<file path="src/rtl/lfsr_seen_map.sv">
// One bit per possible LFSR word, recording which words have been seen.
// clr_set reloads the whole map with only bit[addr] set in a single cycle.
module lfsr_seen_map #(
    parameter int BITWIDTH = 5
) (
    input  logic                clk,
    input  logic                arst_n,
    input  logic                clr_set,
    input  logic                set,
    input  logic [BITWIDTH-1:0] addr,
    output logic                hit
);
    localparam int DEPTH = 1 << BITWIDTH;

    logic [DEPTH-1:0] r_bits;

    always_ff @(posedge clk or negedge arst_n) begin
        if (!arst_n) begin
            r_bits <= '0;
        end else if (clr_set) begin
            r_bits <= DEPTH'(1) << addr;
        end else if (set) begin
            r_bits[addr] <= 1'b1;
        end
    end

    assign hit = r_bits[addr];

endmodule

</file>
<file path="config.mk">
export PLATFORM = sky130hd
export DESIGN_NAME = lfsr_seen_map
export DESIGN_NICKNAME = d
export VERILOG_FILES = /design/src/rtl/lfsr_seen_map.sv
export SDC_FILE = /design/constraint.sdc
export NUM_CORES = 1
export LEC_CHECK = 0
export ABC_CLOCK_PERIOD_IN_PS = 2600
export BUFFER_PORTS_ARGS = -buffer_cell sky130_fd_sc_hd__buf_4
export CAP_MARGIN = 15
export CORE_ASPECT_RATIO = 1.5
export CORE_MARGIN = 10
export CORE_UTILIZATION = 60
export DETAILED_ROUTE_END_ITERATION = 8
export HOLD_SLACK_MARGIN = 0.05
export PLACE_DENSITY = 0.79
export SLEW_MARGIN = 20
export SYNTH_ARGS = -nofsm -noshare
export SYNTH_HDL_FRONTEND = slang
export SYNTH_SLANG_ARGS = --single-unit
</file>
<file path="constraint.sdc">
create_clock -name clk -period 2.6 [get_ports clk]
set_input_delay 0.13 -clock clk [delete_from_list [all_inputs] [get_ports clk]]
set_output_delay 0.13 -clock clk [all_outputs]
set_load 0.05 [all_outputs]
</file>
Word-level counts from Yosys, hierarchy flattened:

Index checks and enable logic that the tools add are counted.

* add/subtract/negate cells: 0
* multipliers: 0
* div/mod/pow operators: 0
* order comparisons: 2
* equality and inequality tests: 0
* shift operators: 1
* multiplexer cells: 6
* bitwise operators: 1
* reductions and logical operators: 2

Operator list (count)
* two-way mux 32 bit: 2
* OR 32 bit: 1
* << shifter 1 x 5 -> 32 bit (first input constant): 1
* less-than comparator 5 x 6 -> 1 bit (second input constant): 1
* binary-select mux 1 bit (select 5 bit): 1
* demux 1 bit (select 5 bit): 1
* >= comparator 5 x 1 -> 1 bit (second input constant): 1
* two-way mux 1 bit: 2
* nonzero test 2 bit: 1
* logical AND 1 bit: 1

* flip-flop bits (word level): 32
* bits in latches: 0
* memory bits (writable): 0
* ROM bits: 0
* input port bits: 9
* output and inout port bits: 1
* word-level logic and storage cells: 13
* memories: 0

Depth between registers and ports, before layout:

* depth after elaboration: 7
* gate-level depth with buffers: 7
* gate-level depth less buffers: 5

Worst setup path after synthesis:

OpenSTA, ideal clock, no wires.

* kind: input port to output port
* start point: input addr[2]
* end point: output hit
* data arrival time: 1.285 ns
* data required time: 2.470 ns
* slack: 1.185 ns
* cell stages on the path: 6
* path buffers: 1
* path through: buf_4 -> and2b_4 -> a22oi_1 -> nand4_1 -> a31oi_1 -> a311o_1

* cells in the longest elaborated chain, start to end: 2

RTL lines
* start, declared: line 10 `input logic [BITWIDTH-1:0] addr,`
* binary-select mux 1 bit (select 5 bit): line 27 `assign hit = r_bits[addr];`
* two-way mux 1 bit (not written as such): line 27
* end, declared: line 11 `output logic hit`

Every way passes these cells. The select of a mux whose other input is x is not followed.

Worst setup path after layout:

* start point: register r_bits[11]
* end point: output hit

* cells in the longest elaborated chain, start to end: 2

RTL lines
* start, declared: line 15 `logic [DEPTH-1:0] r_bits;`
* start signal, assigned: line 21 `r_bits <= DEPTH'(1) << addr;`
* binary-select mux 1 bit (select 5 bit): line 27
* two-way mux 1 bit (not written as such): line 27

Every way passes these cells. The select of a mux whose other input is x is not followed.

==> results.py <==
metrics = {
    "timing": {
        "finClkSkew_ps": 0,
        "rsz0062_at_grt": "no",
        "period_share_pct": 69.15,
        "finalHoldViolations": 0,
        "maxSlewViolCount": 0,
        "fin_crit_ps": 1798,
        "worst_pin_slew_ps": 399.3,
        "slew_headroom_pct": 73.38,
        "fmax_ghz": 0.5562,
        "setup_viol": 0,
        "setup_tns_ps": 0,
    },
    "layout": {
        "nets": 176,
        "regArea_um2": 800.8,
        "final_cells": 192,
        "num_antenna_cells": 0,
        "drive_above_1_share_pct": 10.71,
        "design_area_mm2": 0.001657,
        "top_regs": "r_bits: 32 flops",
        "multiInputGateArea_um2": 569.3,
        "top_register": "r_bits",
        "final.fill_count": 215,
        "largest_register_ffs": 32,
        "area_growth_syn_to_layout_pct": 6.005,
    },
    "synth": {
        "netlist_area_mm2": 0.001563,
        "synth_top_area_share_pct": 51.24,
        "synth_nets": 171,
        "syn_inst": 162,
        "ys_ff_latch": 32,
        "ys_top_cells_by_area": "dfrtp_1 51%, o22ai_1 13%, inv_1 7.7%, mux2i_1 6.4%, nand2_1 3.1%",
        "synthFlopType": "dfrtp_1",
        "yosysTopAreaCell": "dfrtp_1",
        "synth_edf_count": 0,
        "synth-warning-count": 0,
        "async_flop_share_pct": 100.0,
        "ys_types": 26,
        "syn-mean-instance-area_um2": 9.647,
        "ys_seq_area_share_pct": 51.24,
    },
    "die": {
        "core_area_mm2": 0.002477,
        "rows": 22,
        "io_pins": 10,
        "floorplan.initialDensity_pct": 63.08,
        "die_h_um": 82.51,
        "die_w_um": 61.67,
        "die-area_mm2": 0.005088,
    },
    "worst_setup_path": {
        "required_ps": 2470,
        "crit_chain": "mux2i_1 > a22oi_1 > nand4b_1 > o22ai_1 > a311o_1 > buf_4",
        "slowest_delay_ps": 400,
        "cp_top_family": "compound AO/OA/AOI/OAI gates",
        "cp_max_fo": 2,
        "worstPathArrival_ps": 1670,
        "critical_path_buf_inv_count": 1,
        "startpoint_type": "register",
        "path_class": "register to output pin",
        "endpoint_kind": "output pin",
        "cpMaxStageDelayCell": "dfrtp_1",
    },
    "status": {
        "status": "finished, final reports clean",
    },
    "clocking": {
        "clk_path_buf_depth": 2,
        "cts_setup_buffers": 0,
        "cts_resized": 0,
        "path_clk_slew_ps": 100,
        "cts_inserted_buffers": 5,
        "htree_levels": 2,
        "numClockSinks": 32,
        "worstSkewPairLatency_ps": 330,
        "cts_tree": "done",
        "cts-root-buf": "clkbuf_4",
    },
    "detailed_routing": {
        "drtIter0Drc": 71,
        "via_per_inst": 6.260,
        "via_count": 1202,
        "ant_nets": 0,
        "drt_first_pass_iters": 4,
        "wl_per_cell_um": 17.20,
        "drc": 0,
        "wirelength_um": 3303,
    },
    "placement": {
        "portBuffers": 9,
        "dp_cells": 183,
        "hpwl_um": 2312,
        "dpl_cell_area_mm2": 0.001588,
        "gp_congestion": 0.8592,
    },
    "global_route": {
        "gr-total-overflow": 0,
        "use_met2_pct": 21.73,
        "grt_start_max_net_pins": 34,
        "grtUsageTotal_pct": 15.04,
        "grt_util_met3_pct": 5.191,
        "grt-busiest-layer": "met2",
        "grt_first_pass_wirelength_um": 5692,
        "antenna_found_initial": 0,
        "met1_usage_pct": 18.25,
        "grt_pass1_vias": 1201,
    },
    "power_and_ir_drop": {
        "power.internal_mw": 0.6893,
        "static-leakage-power_nw": 0.7014,
        "combPwrFrac_pct": 12.9,
        "power_mw": 0.9434,
        "switching_power_mw": 0.2541,
        "vdd_drop_max_v": 0.0004380,
        "pwr-share-clk_pct": 31.9,
        "p_sw_share_pct": 26.93,
        "p_seq_share_pct": 55.2,
        "power_density_mw_per_mm2": 569.5,
    },
    "job": {
        "cap_violations": 0,
    },
    "min_path": {
        "worst_hold_path_type": "input port to register",
    },
}
==> final timing paths <==
path,startpoint,endpoint,slack [ps],depth (start not counted)
min in group asynchronous,arst_n,r_bits[23],240,2
worst min-delay path,addr[1],r_bits[27],200,3
worst min register to register,r_bits[27],r_bits[27],530,2
worst max-delay path,r_bits[11],hit,800,6
worst max register to register,r_bits[23],r_bits[23],1910,2
max in group asynchronous,arst_n,r_bits[20],2050,2
==> final cells by class <==
| class | count | share of cell area [%] |
|---|---|---|
| Clock buffer | 8 | 3.550 |
| Inverter | 32 | 7.251 |
| Multi-Input combinational cell | 86 | 34.37 |
| Sequential cell | 32 | 48.34 |
| Tap cell | 24 | 1.813 |
| Timing Repair Buffer | 10 | 4.683 |
==> Yosys cell counts, drive strengths merged, types with 3 or more instances <==
cell and number:
o211ai 3, nor2 4, o22ai 33, nor2b 3, nand2 13, inv 32
a22oi 4, dfrtp 32, clkbuf 7, buf 5, mux2i 10
==> kinds of logic (layout without fill, tap and decap cells) <==
| kind of cell | Yosys count | count (layout) | share of synthesized area (%) |
|---|---|---|---|
| AO/OA/AOI/OAI | 46 | 46 | 20.10 |
| buffers and inverters | 44 | 50 | 12.33 |
| flip-flops | 32 | 32 | 51.24 |
| multiplexers | 10 | 10 | 6.405 |
| AND/OR/NAND/NOR | 30 | 30 | 9.929 |
==> worst min-delay path, cell delays in order <==
cell and delay, ps:
buf_4 150, nand3_1 150, o22ai_1 80
==> what timing repair did <==
item | in CTS | in global routing
endpoints found under the setup margin | 0 | 0
hold buffers | 1 | 0
endpoints found under the hold margin | 32 | 0
==> power by group through the flow <==
stage	Clock, mW	Combinational (mW)	Sequential, mW
2_1_floorplan	0	0.0866	0.528
3_3_place_gp	0	0.117	0.530
3_5_place_dp	0	0.120	0.530
4_1_cts	0.306	0.122	0.520
5_1_grt	0.328	0.134	0.522
6_report	0.301	0.122	0.520
==> routing by layer <==
layer	share of wire, %	up-vias
met5	0	-
met4	4.0	0
met3	6.4	14
met2	49	39
met1	41	574
li1	-	575
==> cells in the final DEF, fill, tap and decap left out, types with 2 or more instances in the layout <==
master / netlist / final
o22ai_1: 33 / 33
inv_1: 32 / 32
dfrtp_1: 32 / 32
nand2_1: 13 / 13
mux2i_1: 10 / 10
buf_4: 1 / 9
clkbuf_4: 0 / 5
a22oi_1: 4 / 4
o211ai_1: 3 / 3
nor2_1: 3 / 3
nor2b_1: 3 / 3
o2111a_1: 2 / 2
nand4b_1: 2 / 2
nand3_1: 2 / 2
nand2b_1: 2 / 2
clkbuf_1: 7 / 2
==> stage by stage <==
| stage | hold WS (ps) | utilization (%) | setup slack, ps |
|---|---|---|---|
| 3_3_place_gp | 75.78 | 64.09 | 1038 |
| 5_1_grt | 219.5 | 66.87 | 676.9 |
| 3_5_place_dp | 86.38 | 64.09 | 1037 |
| 6_report | 202.1 | 66.87 | 802.0 |
| 2_1_floorplan | -165.6 | - | 1185 |
| 4_1_cts | 198.7 | 66.87 | 789.2 |
No activity file was read; power rests on OpenSTA's default activity.
